File: config.mk
export PLATFORM = sky130hd
export DESIGN_NAME = seg_display_ctrl
export DESIGN_NICKNAME = d
export VERILOG_FILES = /design/src/rtl/seg_display_ctrl_pkg.sv /design/src/rtl/seg_display_ctrl_dabble_engine.sv /design/src/rtl/seg_display_ctrl.sv
export SDC_FILE = /design/constraint.sdc
export NUM_CORES = 1
export LEC_CHECK = 0
export BUFFER_PORTS_ARGS = -buffer_cell sky130_fd_sc_hd__buf_2
export CORE_UTILIZATION = 45
export DETAILED_ROUTE_END_ITERATION = 6
export HOLD_SLACK_MARGIN = 0.06
export SLEW_MARGIN = 20
export SYNTH_ARGS = -nofsm -noshare
export SYNTH_HDL_FRONTEND = slang
export SYNTH_SLANG_ARGS = --single-unit
File: constraint.sdc
create_clock -name clk -period 3.6 [get_ports clk]
set_clock_uncertainty 0.05 [all_clocks]
set_input_delay 0.72 -clock clk [delete_from_list [all_inputs] [get_ports clk]]
set_output_delay 0.72 -clock clk [all_outputs]
set_load 0.02 [all_outputs]
File: src/rtl/seg_display_ctrl_pkg.sv
// Shared state encoding and 7-segment lookup for the display controller.
// Segment codes are active-high {g,f,e,d,c,b,a}; polarity is applied by the user.
package seg_display_ctrl_pkg;

  typedef enum logic [1:0] {
    ST_IDLE   = 2'd0,
    ST_SHIFT  = 2'd1,
    ST_STORE  = 2'd2,
    ST_COMMIT = 2'd3
  } state_e;

  localparam logic [6:0] SEG_BLANK = 7'h00;
  localparam logic [3:0] BCD_NINE  = 4'd9;

  function automatic logic [6:0] seg_lut(input logic [3:0] nib);
    logic [6:0] code;
    case (nib)
      4'h0:    code = 7'h3F;
      4'h1:    code = 7'h06;
      4'h2:    code = 7'h5B;
      4'h3:    code = 7'h4F;
      4'h4:    code = 7'h66;
      4'h5:    code = 7'h6D;
      4'h6:    code = 7'h7D;
      4'h7:    code = 7'h07;
      4'h8:    code = 7'h7F;
      4'h9:    code = 7'h6F;
      4'hA:    code = 7'h77;
      4'hB:    code = 7'h7C;
      4'hC:    code = 7'h39;
      4'hD:    code = 7'h5E;
      4'hE:    code = 7'h79;
      default: code = 7'h71;
    endcase
    return code;
  endfunction

  function automatic logic [6:0] seg_drive(input logic [3:0] nib, input logic blank,
                                           input logic active_low);
    logic [6:0] raw;
    raw = blank ? SEG_BLANK : seg_lut(nib);
    return active_low ? ~raw : raw;
  endfunction

endpackage

File: src/rtl/seg_display_ctrl_dabble_engine.sv
// Iterative shift-add-3 binary-to-BCD converter, one input bit per step, MSB first.
// ovf_out is sticky: any carry out of the top BCD nibble during the conversion sets it.
module dabble_engine #(
  parameter int IN_WIDTH = 6,
  parameter int DIGITS   = 2
) (
  input  logic                  clk,
  input  logic                  load,
  input  logic                  step,
  input  logic [IN_WIDTH-1:0]   bin_in,
  output logic [DIGITS*4-1:0]   bcd_out,
  output logic                  ovf_out
);

  localparam int BCD_W = DIGITS * 4;

  logic [BCD_W-1:0]    bcd_q, bcd_d, adj;
  logic [IN_WIDTH-1:0] bin_q, bin_d;
  logic                sticky_q, sticky_d;

  always_comb begin
    adj = bcd_q;
    for (int i = 0; i < DIGITS; i++) begin
      if (bcd_q[4*i +: 4] >= 4'd5) adj[4*i +: 4] = bcd_q[4*i +: 4] + 4'd3;
    end

    bcd_d    = bcd_q;
    bin_d    = bin_q;
    sticky_d = sticky_q;
    if (load) begin
      bcd_d    = '0;
      bin_d    = bin_in;
      sticky_d = 1'b0;
    end else if (step) begin
      bcd_d    = {adj[BCD_W-2:0], bin_q[IN_WIDTH-1]};
      bin_d    = bin_q << 1;
      sticky_d = sticky_q | adj[BCD_W-1];
    end
  end

  always_ff @(posedge clk) begin
    bcd_q    <= bcd_d;
    bin_q    <= bin_d;
    sticky_q <= sticky_d;
  end

  assign bcd_out = bcd_q;
  assign ovf_out = sticky_q;

endmodule

File: src/rtl/seg_display_ctrl.sv
// Multi-channel binary-to-7-segment controller: snapshot, convert each channel in turn,
// then swap the whole display in one edge so the pins never show a half-finished update.
module seg_display_ctrl
  import seg_display_ctrl_pkg::*;
#(
  parameter int IN_WIDTH       = 6,
  parameter int CHANNELS       = 2,
  parameter int DIGITS         = 2,
  parameter int BLANK_LZ       = 0,
  parameter int SEG_ACTIVE_LOW = 1,
  parameter int AUTO           = 0
) (
  input  logic                           clk,
  input  logic                           rst_n,
  input  logic                           start,
  input  logic                           hex_mode,
  input  logic [CHANNELS*IN_WIDTH-1:0]   values,
  output logic                           busy,
  output logic                           done,
  output logic [CHANNELS-1:0]            ovf,
  output logic [CHANNELS*DIGITS*7-1:0]   seg
);

  localparam int VAL_W = CHANNELS * IN_WIDTH;
  localparam int BCD_W = DIGITS * 4;
  localparam int SEG_W = CHANNELS * DIGITS * 7;
  localparam int CH_W  = (CHANNELS > 1) ? $clog2(CHANNELS) : 1;
  localparam int CNT_W = $clog2(IN_WIDTH + 1);
  localparam int HEX_W = (IN_WIDTH > BCD_W) ? IN_WIDTH : BCD_W;

  localparam logic [6:0]       BLANK_CODE = (SEG_ACTIVE_LOW != 0) ? ~SEG_BLANK : SEG_BLANK;
  localparam logic [SEG_W-1:0] SEG_RST    = {(CHANNELS*DIGITS){BLANK_CODE}};

  state_e                 state_q, state_d;
  logic [CH_W-1:0]        ch_q, ch_d;
  logic [CNT_W-1:0]       bitcnt_q, bitcnt_d;
  logic [VAL_W-1:0]       snap_q, snap_d;
  logic                   hex_q, hex_d;
  logic [CHANNELS*BCD_W-1:0] shadow_dig_q, shadow_dig_d;
  logic [CHANNELS-1:0]    shadow_ovf_q, shadow_ovf_d;
  logic [SEG_W-1:0]       seg_q, seg_d;
  logic [CHANNELS-1:0]    ovf_q, ovf_d;
  logic                   done_q, done_d;

  logic                   go;
  logic                   eng_load, eng_step, eng_ovf;
  logic [IN_WIDTH-1:0]    eng_bin, cur_val, next_val;
  logic [BCD_W-1:0]       eng_bcd;

  function automatic logic [BCD_W-1:0] all_nines();
    logic [BCD_W-1:0] r;
    for (int d = 0; d < DIGITS; d++) r[4*d +: 4] = BCD_NINE;
    return r;
  endfunction

  function automatic logic [BCD_W-1:0] hex_digits(input logic [IN_WIDTH-1:0] v);
    logic [HEX_W-1:0] ext;
    ext = HEX_W'(v);
    return ext[BCD_W-1:0];
  endfunction

  // Only widths wider than the digit field can lose bits in hex mode.
  function automatic logic hex_over(input logic [IN_WIDTH-1:0] v);
    logic [HEX_W-1:0] ext;
    logic             ov;
    ext = HEX_W'(v);
    ov  = 1'b0;
    for (int i = BCD_W; i < HEX_W; i++) ov = ov | ext[i];
    return ov;
  endfunction

  function automatic logic [SEG_W-1:0] encode_all(input logic [CHANNELS*BCD_W-1:0] dig,
                                                  input logic [CHANNELS-1:0] ch_ovf);
    logic [SEG_W-1:0] r;
    logic [3:0]       nib;
    logic             lead, blank;
    r = '0;
    for (int k = 0; k < CHANNELS; k++) begin
      lead = 1'b1;
      for (int d = DIGITS - 1; d >= 0; d--) begin
        nib   = dig[(k*DIGITS + d)*4 +: 4];
        lead  = lead && (nib == 4'd0);
        blank = (BLANK_LZ != 0) && !ch_ovf[k] && (d > 0) && lead;
        r[(k*DIGITS + d)*7 +: 7] = seg_drive(nib, blank, SEG_ACTIVE_LOW != 0);
      end
    end
    return r;
  endfunction

  dabble_engine #(
    .IN_WIDTH (IN_WIDTH),
    .DIGITS   (DIGITS)
  ) u_engine (
    .clk     (clk),
    .load    (eng_load),
    .step    (eng_step),
    .bin_in  (eng_bin),
    .bcd_out (eng_bcd),
    .ovf_out (eng_ovf)
  );

  assign go = start || (AUTO != 0);

  always_comb begin
    cur_val  = snap_q[IN_WIDTH-1:0];
    next_val = '0;
    for (int k = 0; k < CHANNELS; k++) begin
      if (ch_q == CH_W'(k)) cur_val = snap_q[k*IN_WIDTH +: IN_WIDTH];
    end
    for (int k = 1; k < CHANNELS; k++) begin
      if (ch_q == CH_W'(k - 1)) next_val = snap_q[k*IN_WIDTH +: IN_WIDTH];
    end
  end

  always_comb begin
    state_d      = state_q;
    ch_d         = ch_q;
    bitcnt_d     = bitcnt_q;
    snap_d       = snap_q;
    hex_d        = hex_q;
    shadow_dig_d = shadow_dig_q;
    shadow_ovf_d = shadow_ovf_q;
    seg_d        = seg_q;
    ovf_d        = ovf_q;
    done_d       = 1'b0;
    eng_load     = 1'b0;
    eng_step     = 1'b0;
    eng_bin      = next_val;

    case (state_q)
      ST_IDLE: begin
        if (go) begin
          snap_d   = values;
          hex_d    = hex_mode;
          ch_d     = '0;
          bitcnt_d = CNT_W'(IN_WIDTH);
          eng_load = 1'b1;
          eng_bin  = values[IN_WIDTH-1:0];
          state_d  = ST_SHIFT;
        end
      end
      // Hex mode still walks all IN_WIDTH steps so latency is mode-independent.
      ST_SHIFT: begin
        eng_step = 1'b1;
        bitcnt_d = bitcnt_q - 1'b1;
        if (bitcnt_q == CNT_W'(1)) state_d = ST_STORE;
      end
      ST_STORE: begin
        for (int k = 0; k < CHANNELS; k++) begin
          if (ch_q == CH_W'(k)) begin
            if (hex_q) begin
              shadow_dig_d[k*BCD_W +: BCD_W] = hex_digits(cur_val);
              shadow_ovf_d[k]                = hex_over(cur_val);
            end else begin
              shadow_dig_d[k*BCD_W +: BCD_W] = eng_ovf ? all_nines() : eng_bcd;
              shadow_ovf_d[k]                = eng_ovf;
            end
          end
        end
        if (ch_q == CH_W'(CHANNELS - 1)) begin
          state_d = ST_COMMIT;
        end else begin
          ch_d     = ch_q + 1'b1;
          bitcnt_d = CNT_W'(IN_WIDTH);
          eng_load = 1'b1;
          state_d  = ST_SHIFT;
        end
      end
      ST_COMMIT: begin
        seg_d   = encode_all(shadow_dig_q, shadow_ovf_q);
        ovf_d   = shadow_ovf_q;
        done_d  = 1'b1;
        state_d = ST_IDLE;
      end
      default: state_d = ST_IDLE;
    endcase
  end

  always_ff @(posedge clk or negedge rst_n) begin
    if (!rst_n) begin
      state_q  <= ST_IDLE;
      ch_q     <= '0;
      bitcnt_q <= '0;
      seg_q    <= SEG_RST;
      ovf_q    <= '0;
      done_q   <= 1'b0;
    end else begin
      state_q  <= state_d;
      ch_q     <= ch_d;
      bitcnt_q <= bitcnt_d;
      seg_q    <= seg_d;
      ovf_q    <= ovf_d;
      done_q   <= done_d;
    end
  end

  // Snapshot and shadow are always rewritten before the next commit reads them.
  always_ff @(posedge clk) begin
    snap_q       <= snap_d;
    hex_q        <= hex_d;
    shadow_dig_q <= shadow_dig_d;
    shadow_ovf_q <= shadow_ovf_d;
  end

  assign busy = (state_q != ST_IDLE);
  assign done = done_q;
  assign ovf  = ovf_q;
  assign seg  = seg_q;

endmodule
; Word level (Yosys, flattened, before mapping)
; Memory sizes are Yosys's and may differ from the RTL's. A register that Yosys moved wholly into a read port is not among the register bits.
; Index checks and enable logic that the tools add are counted.
[totals]
register_bits = 83
romBits = 448
output_inout_bits = 32
wordCells = 83
n_memories = 4
[classes]
n_addsub = 4
n_lt_le_gt_ge = 2
eq_ne = 7
n_mux = 34
bitwise_logic = 6
n_reduce_logical = 11
[memory_table]
columns = memory, depth, width, read_ports, rd_clocked_by_memory_dff, wr, line
row1 = (no name shown), 16, 7, 1, 1, 0, seg_display_ctrl_pkg.sv:17  ; case (nib)
row2 = (no name shown), 16, 7, 1, 1, 0, seg_display_ctrl_pkg.sv:17
row3 = (no name shown), 16, 7, 1, 1, 0, seg_display_ctrl_pkg.sv:17
row4 = (no name shown), 16, 7, 1, 1, 0, seg_display_ctrl_pkg.sv:17
[ops]
columns = op, count
row1 = two-way mux 6 bit, 6
row2 = two-way mux 7 bit, 4
row3 = inverter 7 bit, 4
row4 = two-way mux 4 bit, 6
row5 = two-way mux 8 bit, 2
row6 = AND reduction 2 bit, 5
row7 = one-hot mux 3 bit (3 select lines), 1
row8 = "adder 4 x 2 -> 4 bit, second input constant", 2
row9 = "greater-or-equal comparator 4 x 3 -> 1 bit, second input constant", 2
row10 = one-hot mux 2 bit (4 select lines), 1
row11 = two-way mux 1 bit, 7
row12 = two-way mux 2 bit, 3
row13 = two-way mux 3 bit, 2
row14 = "inequality test 2 bit, second input constant", 3
row15 = nonzero test 2 bit, 3
row16 = "== test 2 bit, second input constant", 2
row17 = one-hot mux 1 bit (2 select lines), 2
row18 = "== test 3 x 1 -> 1 bit, second input constant", 1
row19 = AND reduction 3 bit, 1
row20 = nonzero test 3 bit, 1
row21 = "subtractor 3 x 1 -> 3 bit, second input constant", 1
row22 = "== test 2 x 1 -> 1 bit, second input constant", 1
row23 = zero test 2 bit, 1
row24 = "adder 1 bit, second input constant", 1
row25 = 2 further kinds, 2

; Depth between registers and ports, before layout
[logic_depth]
ltp_word = 4
ltp_mapped = 11
mapped_depth_nobuf = 9

; By module
; A second synthesis with hierarchy kept.
[hier_totals]
hier_cells = 527
hier_area_um2 = 5531.6
[by_module_without_submodules]
columns = mod, n_inst, cells_each, area_each_um2, seq_area_each_um2
row1 = seg_display_ctrl, 1, 441, 4680.7, 2452.4
row2 = dabble_engine, 1, 86, 850.8, 360.3

; Least setup slack after synthesis
; Ideal clock, no wire load.
[synth_path]
kind = flip-flop to flip-flop
startpoint = register ch_q
endpoint = register (tool-made name)
arrival_ps = 2437
path_slack_ps = 1056
stages_incl_launch_ff = 10
path_buffers = 2
cell_sequence = dfrtp_1 > buf_6 > or3b_1 > buf_6 > clkinv_8 > mux2i_1 > inv_1 > ha_1 > mux4_2 > inv_1
[synth_lines]
columns = element, line
row1 = from (decl), seg_display_ctrl.sv:35  ; logic [CH_W-1:0] ch_q, ch_d;
row2 = from (signal assigned), seg_display_ctrl.sv:189  ; ch_q <= ch_d;

==> run_results.csv <==
group,metric,value,unit
detailed_routing,first_pass_iters,4,
power,power_frac_seq,47.1,%
final_layout,multi_input_area,0.00222,sq mm
detailed_routing,drc_errors,0,
min_path,hold_class,"reg2reg",
power,leakage,2.47,nW
setup_path,critical_path_buf_inv_count,3,
detailed_routing,wl,9920,microns
final_layout,drive_above_1_share,23.1,%
logic_synthesis,synthCells,484,
floorplanning,std_cell_rows,39,
power,p_sw,1.48,mW
place,place.gp.congestion,0.815,
global_routing,grt_pass1_wl,16300,microns
floorplanning,core_area,0.0114,sq mm
floorplanning,start_util,46.0,%
global_routing,grt_pass1_vias,3337,
final_layout,seq_area,0.00281,sq mm
logic_synthesis,ys_ff_latch,111,
clocking,cts_setup_buffers,0,
clocking,cts_buffers,9,
clocking,cts_max_level,3,
timing,setup_viol_count_final,0,
place,dp_hpwl,7120,microns
flow_run,cap_violations,0,
logic_synthesis,seq_area_frac_synth,53.5,%
setup_path,start_kind,"register",
global_routing,gr-total-overflow,0,
timing,rsz0062_at_grt,"no",
setup_path,cp_top_family,"multiplexers",
clocking,ctsResizeCount,0,
power,ir_drop,0.532,mV
setup_path,cp.required,3.85,ns
place,portBuffers,47,
clocking,cts_tree,"built",
setup_path,crit_fanout,18,
timing,hold_viol_final,0,
power,pwr-share-clk,22.9,%
final_layout,fin_nets,577,
timing,hold_slack,0.330,ns
floorplanning,fp.dieW,110,microns
power,powerDensity,712,mW/mm^2
logic_synthesis,synthArstFlopShare,33.3,%
floorplanning,ios,48,
logic_synthesis,synth_nets,534,
clocking,clk_pin_slew,0.07,ns
global_routing,antenna_found_initial,0,
setup_path,end_kind,"register",
timing,fmax,0.335,GHz
logic_synthesis,syn_area,0.00525,sq mm
detailed_routing,viasPerCell,5.26,
timing,drv_slew,0,
floorplanning,die_height,110,microns
setup_path,cp.arrival,3.23,ns
logic_synthesis,synth_edf_count,37,
power,p_sw_share,35.3,%
clocking,root_buffer,"clkbuf_16",
setup_path,cp_slowest_stage_delay,0.61,ns
clocking,hold_buffers,0,
global_routing,grt_max_degree,38,
setup_path,cp_slowest_cell,"or3b_1",
final_layout,area_growth,12.1,%
timing,min_period,2.98,ns
final_layout,fillCellCount,1063,
logic_synthesis,synth_cell_type_count,60,
timing,slew_headroom,43.0,%
power,power_frac_comb,30.0,%
detailed_routing,ant_nets,0,
logic_synthesis,synth.avg_cell_area,10.9,sq um
clocking,worstSkewPairLatency,0.35,ns
global_routing,grt_usage,17.8,%
clocking,cts_num_sinks,111,
logic_synthesis,ys.flop_type,"edfxtp_1",
detailed_routing,post_drt_wl_per_cell,14.7,microns
detailed_routing,initialDrtViolationCount,222,
setup_path,cpMostUsedCell,"inv_1",
clocking,clock_path_buffers,2,
floorplanning,die_area,0.0121,sq mm
timing,tns,0,ns
detailed_routing,vias,3551,
final_layout,antenna_cells,0,
setup_path,worstSetupPathType,"reg2reg",
logic_synthesis,ys_warn_count,0,
outcome,status,"complete, no violations",
timing,min_period_over_period,82.9,%
timing,tightest_slew,0.855,ns
setup_path,crit_chain,"or3b_1, clkinv_8, mux2i_1, inv_1, ha_1, mux4_2, inv_1",
power,cellInternalPower,2.72,mW
## path summary, 6_finish.rpt
kind	startpoint	to	slack [ns]	depth (start not counted)
worst max-delay path	ch_q	register	0.62	7
worst min-delay path	register	seg[23]	0.33	1
worst max register to register	ch_q	register	0.62	7
worst min register to register	register	seg[23]	0.33	1
max in group asynchronous	rst_n	done	2.54	1
min in group asynchronous	rst_n	ovf[0]	0.43	1
## synth_stat cells, types with 7 or more instances
| cell | n | area [sq um] |
|---|---|---|
| edfxtp_1 | 37 | 1110 |
| nand3_1 | 7 | 35.0 |
| mux2_2 | 7 | 78.8 |
| dfrtp_1 | 9 | 225 |
| clkbuf_1 | 8 | 30.0 |
| a21oi_1 | 22 | 110 |
| ha_1 | 34 | 425 |
| a22oi_1 | 7 | 52.6 |
| inv_1 | 25 | 93.8 |
| mux2i_1 | 14 | 140 |
| dfxtp_1 | 37 | 741 |
| nand2_1 | 62 | 233 |
| o21ai_0 | 48 | 240 |
| a31oi_1 | 8 | 50.1 |
| nor2_1 | 34 | 128 |
| nor3_1 | 11 | 55.1 |
| dfstp_2 | 28 | 736 |
## final cells by class
cell class / instances / share of cell area (%)
Sequential cell: 111 / 47.7
Clock inverter: 6 / 0.871
Tap cell: 143 / 3.04
Multi-Input combinational cell: 326 / 37.7
Timing Repair Buffer: 52 / 4.63
Clock buffer: 10 / 4.06
Inverter: 27 / 1.93
## per-layer routing
metal  GRT usage [%]  share of wire [%]  up-vias
met1            23.6                 48     1673
met2            28.8                 47       66
met3            3.64                3.4       11
met5               0                  0        -
li1                -                  -     1801
met4            6.29                1.4        0
## placed cells by master, fill, tap and decap left out, drive strengths merged, types with 23 or more instances in the layout
cell type / instances
nand2: 62
buf: 52
o21ai: 48
dfxtp: 37
edfxtp: 37
nor2: 34
ha: 34
inv: 30
dfstp: 28
a21oi: 23
## logic make-up (layout without fill, tap and decap cells)
logic type | count (synthesis) | after routing | synth area share, %
flip-flops | 111 | 111 | 53.5
XOR/XNOR | 9 | 9 | 1.50
adder cells (fa/ha/maj) | 34 | 34 | 8.10
AO/OA/AOI/OAI | 125 | 125 | 15.8
AND/OR/NAND/NOR | 133 | 133 | 11.3
buffers and inverters | 47 | 95 | 4.17
multiplexers | 25 | 25 | 5.57
## metrics by stage
| step | total power, mW | area [sq um] | utilization, % | setup WS [ns] | std cells |
|---|---|---|---|---|---|
| final | 4.20 | 5890 | 51.6 | 0.617 | 675 |
| after global routing | 4.49 | 5890 | 51.6 | 0.397 | 675 |
| after CTS | 4.24 | 5890 | 51.6 | 0.604 | 675 |
| after detailed placement | 3.28 | 5600 | 49.0 | 0.646 | 659 |
| after global placement | 3.23 | 5600 | 49.0 | 0.753 | 659 |
| after floorplan | 2.90 | 5250 | - | 1.06 | 484 |
## power groups by stage
| stage | sequential (mW) | combinational (mW) | clock [mW] |
|---|---|---|---|
| floorplan | 2.13 | 0.770 | 0 |
| global placement | 1.99 | 1.24 | 0 |
| detailed placement | 2.01 | 1.26 | 0 |
| CTS | 1.98 | 1.27 | 0.987 |
| global route | 2.03 | 1.43 | 1.03 |
| finish | 1.98 | 1.26 | 0.961 |
## worst register-to-register path: cells and delay by family (launching register included)
kind / cells / cell delay (ns)
AND/OR/NAND/NOR: 1 / 0.61
multiplexers: 2 / 1.04
adder cells (fa/ha/maj): 1 / 0.28
flip-flops: 1 / 0.52
buffers and inverters: 3 / 0.44
Power figures use the tool's default switching activity.
